[src/rtl/cp0_exc_ctrl.sv]
// Coprocessor-0 exception/interrupt controller at the M stage.
// Holds SR, Cause, EPC and PRId; raises Req to flush the pipeline and enter the handler.
module cp0_exc_ctrl #(
    parameter logic [31:0] PRID_VALUE = 32'h0000_4341
) (
    input  logic        clk,
    input  logic        reset,
    input  logic        en,
    input  logic [4:0]  CP0Add,
    input  logic [31:0] CP0In,
    output logic [31:0] CP0Out,
    input  logic [31:0] VPC,
    input  logic        BDIn,
    input  logic [4:0]  ExcCodeIn,
    input  logic [5:0]  HWInt,
    input  logic        EXLClr,
    output logic [31:0] EPCOut,
    output logic        Req
);

    localparam logic [4:0] ADDR_SR    = 5'd12;
    localparam logic [4:0] ADDR_CAUSE = 5'd13;
    localparam logic [4:0] ADDR_EPC   = 5'd14;
    localparam logic [4:0] ADDR_PRID  = 5'd15;

    // SR fields
    logic [5:0]  r_im;
    logic        r_exl;
    logic        r_ie;
    // Cause fields
    logic        r_bd;
    logic [5:0]  r_ip;
    logic [4:0]  r_exc_code;
    // EPC
    logic [31:0] r_epc;

    logic        w_int_req;
    logic        w_exc_req;
    logic        w_req;
    logic        w_sr_wr;
    logic        w_epc_wr;
    logic [31:0] w_pc_aligned;
    logic [31:0] w_epc_next;
    logic [4:0]  w_exc_code_next;
    logic [31:0] w_sr_word;
    logic [31:0] w_cause_word;

    // EXL masks both sources so a handler is never re-entered before eret.
    assign w_int_req = (|(HWInt & r_im)) & r_ie & ~r_exl;
    assign w_exc_req = (ExcCodeIn != 5'd0) & ~r_exl;
    assign w_req     = reset & (w_int_req | w_exc_req);
    assign Req       = w_req;

    assign w_pc_aligned    = {VPC[31:2], 2'b00};
    assign w_epc_next      = BDIn ? (w_pc_aligned - 32'd4) : w_pc_aligned;
    assign w_exc_code_next = w_int_req ? 5'd0 : ExcCodeIn;

    // A taken exception drops any same-cycle mtc0.
    assign w_sr_wr  = en & ~w_req & (CP0Add == ADDR_SR);
    assign w_epc_wr = en & ~w_req & (CP0Add == ADDR_EPC);

    always_ff @(posedge clk) begin
        if (!reset) begin
            r_im       <= 6'd0;
            r_exl      <= 1'b0;
            r_ie       <= 1'b0;
            r_bd       <= 1'b0;
            r_ip       <= 6'd0;
            r_exc_code <= 5'd0;
            r_epc      <= 32'd0;
        end else begin
            r_ip <= HWInt;
            if (w_req) begin
                r_exl      <= 1'b1;
                r_bd       <= BDIn;
                r_exc_code <= w_exc_code_next;
                r_epc      <= w_epc_next;
            end else begin
                if (w_sr_wr) begin
                    r_im  <= CP0In[15:10];
                    r_exl <= CP0In[1];
                    r_ie  <= CP0In[0];
                end else if (EXLClr) begin
                    r_exl <= 1'b0;
                end
                if (w_epc_wr) begin
                    r_epc <= CP0In;
                end
            end
        end
    end

    assign w_sr_word    = {16'd0, r_im, 8'd0, r_exl, r_ie};
    assign w_cause_word = {r_bd, 15'd0, r_ip, 3'd0, r_exc_code, 2'b00};

    always_comb begin
        CP0Out = 32'd0;
        unique case (CP0Add)
            ADDR_SR:    CP0Out = w_sr_word;
            ADDR_CAUSE: CP0Out = w_cause_word;
            ADDR_EPC:   CP0Out = r_epc;
            ADDR_PRID:  CP0Out = PRID_VALUE;
            default:    CP0Out = 32'd0;
        endcase
    end

    // eret redirect sees the committed EPC only; the hazard unit orders mtc0 before eret.
    assign EPCOut = r_epc;

endmodule

[config.mk]
export PLATFORM = sky130hd
export DESIGN_NAME = cp0_exc_ctrl
export DESIGN_NICKNAME = d
export VERILOG_FILES = /design/src/rtl/cp0_exc_ctrl.sv
export SDC_FILE = /design/constraint.sdc
export NUM_CORES = 1
export LEC_CHECK = 0
export ABC_AREA = 1
export BUFFER_PORTS_ARGS = -buffer_cell sky130_fd_sc_hd__buf_4
export CAP_MARGIN = 20
export CORE_ASPECT_RATIO = 2
export CORE_MARGIN = 2
export CORE_UTILIZATION = 45
export CTS_CLUSTER_DIAMETER = 100
export DETAILED_ROUTE_END_ITERATION = 10
export PLACE_DENSITY = 0.76
export REMOVE_ABC_BUFFERS = 1
export SLEW_MARGIN = 25
export SYNTH_ARGS = -nofsm -noshare
export SYNTH_HDL_FRONTEND = slang
export SYNTH_SLANG_ARGS = --single-unit
[constraint.sdc]
create_clock -name clk -period 2.15 [get_ports clk]
set_clock_uncertainty 0.2 [all_clocks]
set_input_delay 0.43 -clock clk [delete_from_list [all_inputs] [get_ports clk]]
set_output_delay 0.43 -clock clk [all_outputs]
set_load 0.01 [all_outputs]
==> metrics.txt <==
status finished clean; Area contributors post-synth dfxtp_1, nand2_1, nor2_1; Post-synth EDFFs 0; Pwr Density a little over 500 nW/um^2; critical path required time 1.52 ns; Synth Area in Compound Gates 0.1351; synth warn 0; CP Launch Point r_im[3]$_SDFFE_PN0P_; Max-slew headroom 0.7292; Startpoint Class flip-flop; Synth top cells by count nand2_1, nor2_1, inv_1, dfxtp_1, o21ai_0; R2R Path End EPCOut[26]$_SDFFE_PN0P_; leakage power between 2 and 3 nW; nets@finish 860; vias per std cell 5.047; vias in the first global route ~4000; fin. max-slew vios 0; Clock Sinks 52; Synth top area share 0.2868; critical path type flip-flop to primary output; setup TNS 0 ns; Post-Syn Area between 3000 and 4000 um^2; Die Y ~130 um; Synth cell types 36; post-synthesis sequential area ratio 0.2868; # setup viols final 0; Mean Syn Cell Area approximately 5.8 um^2; cts hold-fix bufs 0; first-pass GRT wire length about 18000 um; RSZ-0062 raised after global routing no; Syn-to-layout area delta 38.88%; Placer Congestion 0.9278; Adder-Cell Fraction of Synth Area 0.003447; xor/xnor share of the synthesized area 0.02413; final core occ 0.6393; Die Area 8844 um^2; leading area contributor after synthesis dfxtp_1; Clock Path Buffers 2; setup ws final between 0.1 and 0.15 ns; reg2reg start r_im[5]$_SDFFE_PN0P_; count leader, synth nand2_1; n_diodes 0; Yosys reg bits 52; Max FO, Critical Path 3; clock root buffer clkbuf_16; post-synthesis simple-gate area fraction 0.4267; Post-synth top flop dfxtp_1; # DRC 0; standard-cell rows 46; peak supply drop 0.3527 mV; Worst Max-Slew Pin Slew a little over 0.4 ns; dpl hpwl just under 10000 um; Setup crit end Req; Fmax ~500 MHz; R2R depth 11; final worst-path cycle share 0.9477; largest net degree at the start of global routing 35; Worst Path Arrival between 1 and 1.5 ns; clk slew on worst S/H paths 0.06 ns; layout cells sized above 1 0.2452; initial antenna violation count 0; Detailed Routing Iterations Pass 1 5; num ports 150; CP Capture Type primary output; Post-CTS Setup Bufs 0; CTS tree done; final hold violation count 0; GR Util All Layers 0.2714; Hold Slack ~0.13 ns; R2R setup slack 0.27 ns; IO Port Bufs between 100 and 150; clock latency on the worst-skew pair just under 0.3 ns; Max Cap Violations 0; Iter 0 DRT Violations approximately 270; GRT overflow 0; Die Span X just under 70 um; H-tree depth 2; Post-Route WL between 10000 and 15000 um; worst hold path type primary input to flip-flop; Synth async-reset ratio 0; Routed Antenna Nets 0; mux contribution to synthesized area 0; Place WS -0.01016 ns; drt wl/cell approximately 14 um; core area just under 8000 um^2; fin crit period 2.038 ns; main combinational cell family by area after synthesis simple AND/OR/NAND/NOR gates; TritonCTS Buffers 5; synthesized instance count between 600 and 700; Starting Density 0.4603; Fill cells approximately 780; via count about 4400
==> cell families (layout without fill, tap and decap cells) <==
logic type,count (synthesis),after routing
AND/OR/NAND/NOR,374,374
buffers and inverters,107,256
AO/OA/AOI/OAI,82,82
flip-flops,52,52
XOR/XNOR,10,10
adder cells (fa/ha/maj),1,1
==> flip-flops by register name, indices dropped and copies added, names as in the netlist <==
register    flops
EPCOut         32
r_im            6
r_ip            6
r_exc_code      5
r_bd            1
r_exl           1
r_ie            1
==> per-layer routing <==
layer | global-route usage | routed length [um]
met4 | 0.1176 | 435
met1 | 0.2730 | 4170
met5 | 0 | 0
met2 | 0.5358 | 6835
met3 | 0.02312 | 524
==> how the worst min path moves through the flow <==
stage	cells past startpoint	to	startpoint	slack, ns
global placement	2	EPCOut[1]$_SDFFE_PN0P_	EPCOut[1]$_SDFFE_PN0P_	0.27
CTS	3	r_ip[4]$_SDFF_PN0_	HWInt[4]	0.13
detailed placement	2	EPCOut[1]$_SDFFE_PN0P_	EPCOut[1]$_SDFFE_PN0P_	0.28
global route	3	r_ip[2]$_SDFF_PN0_	HWInt[2]	0.14
finish	3	r_ip[5]$_SDFF_PN0_	HWInt[5]	0.13
floorplan	2	r_exc_code[0]$_SDFFE_PN0N_	r_exc_code[0]$_SDFFE_PN0N_	0.27
==> area by class of cell <==
cell class / count / area (um^2) / area share
Inverter: 84 / 315.3 / 0.06255
Clock buffer: 8 / 146.4 / 0.02904
Timing Repair Buffer: 164 / 1269 / 0.2517
Tap cell: 96 / 120.1 / 0.02383
Multi-Input combinational cell: 467 / 2150 / 0.4264
Sequential cell: 52 / 1041 / 0.2065
==> placed cells by master, fill, tap and decap left out, drive strengths merged, types with 6 or more instances in the layout <==
| master | count |
|---|---|
| nor3 | 7 |
| a21oi | 6 |
| nand3 | 32 |
| o211ai | 10 |
| nand4 | 11 |
| xor2 | 8 |
| nor2 | 146 |
| o21ai | 50 |
| dfxtp | 52 |
| inv | 84 |
| nand2 | 177 |
| clkbuf | 8 |
| buf | 164 |
==> through the flow <==
stage	power, mW	cell area [um^2]	std cells
floorplan	1.399	3496	603
global placement	1.764	4885	863
detailed placement	1.777	4885	863
CTS	2.563	5031	871
global route	2.684	5041	871
finish	2.563	5041	871
==> power breakdown <==
part           switching (mW)  internal [mW]  leakage [nW]  total [mW]
Clock                   0.336          0.465        0.0712       0.801
Combinational           0.363          0.309          2.12       0.672
Sequential             0.0542           1.04         0.429        1.09
Total                   0.753           1.81          2.62        2.56
==> worst max-delay path, cell delays in order (launching register included) <==
cell,delay (ns)
dfxtp_1,0.33
nand2_1,0.05
nand2_1,0.09
nor2_2,0.06
nand2_2,0.07
nand2_4,0.06
a21oi_2,0.27
buf_4,0.18
==> repair_timing <==
item,CTS,global route
hold endpoints to repair,0,0
resized for setup,0,4
endpoints found under the setup margin,0,4
Note: power is estimated with default switching activity, not from simulation.
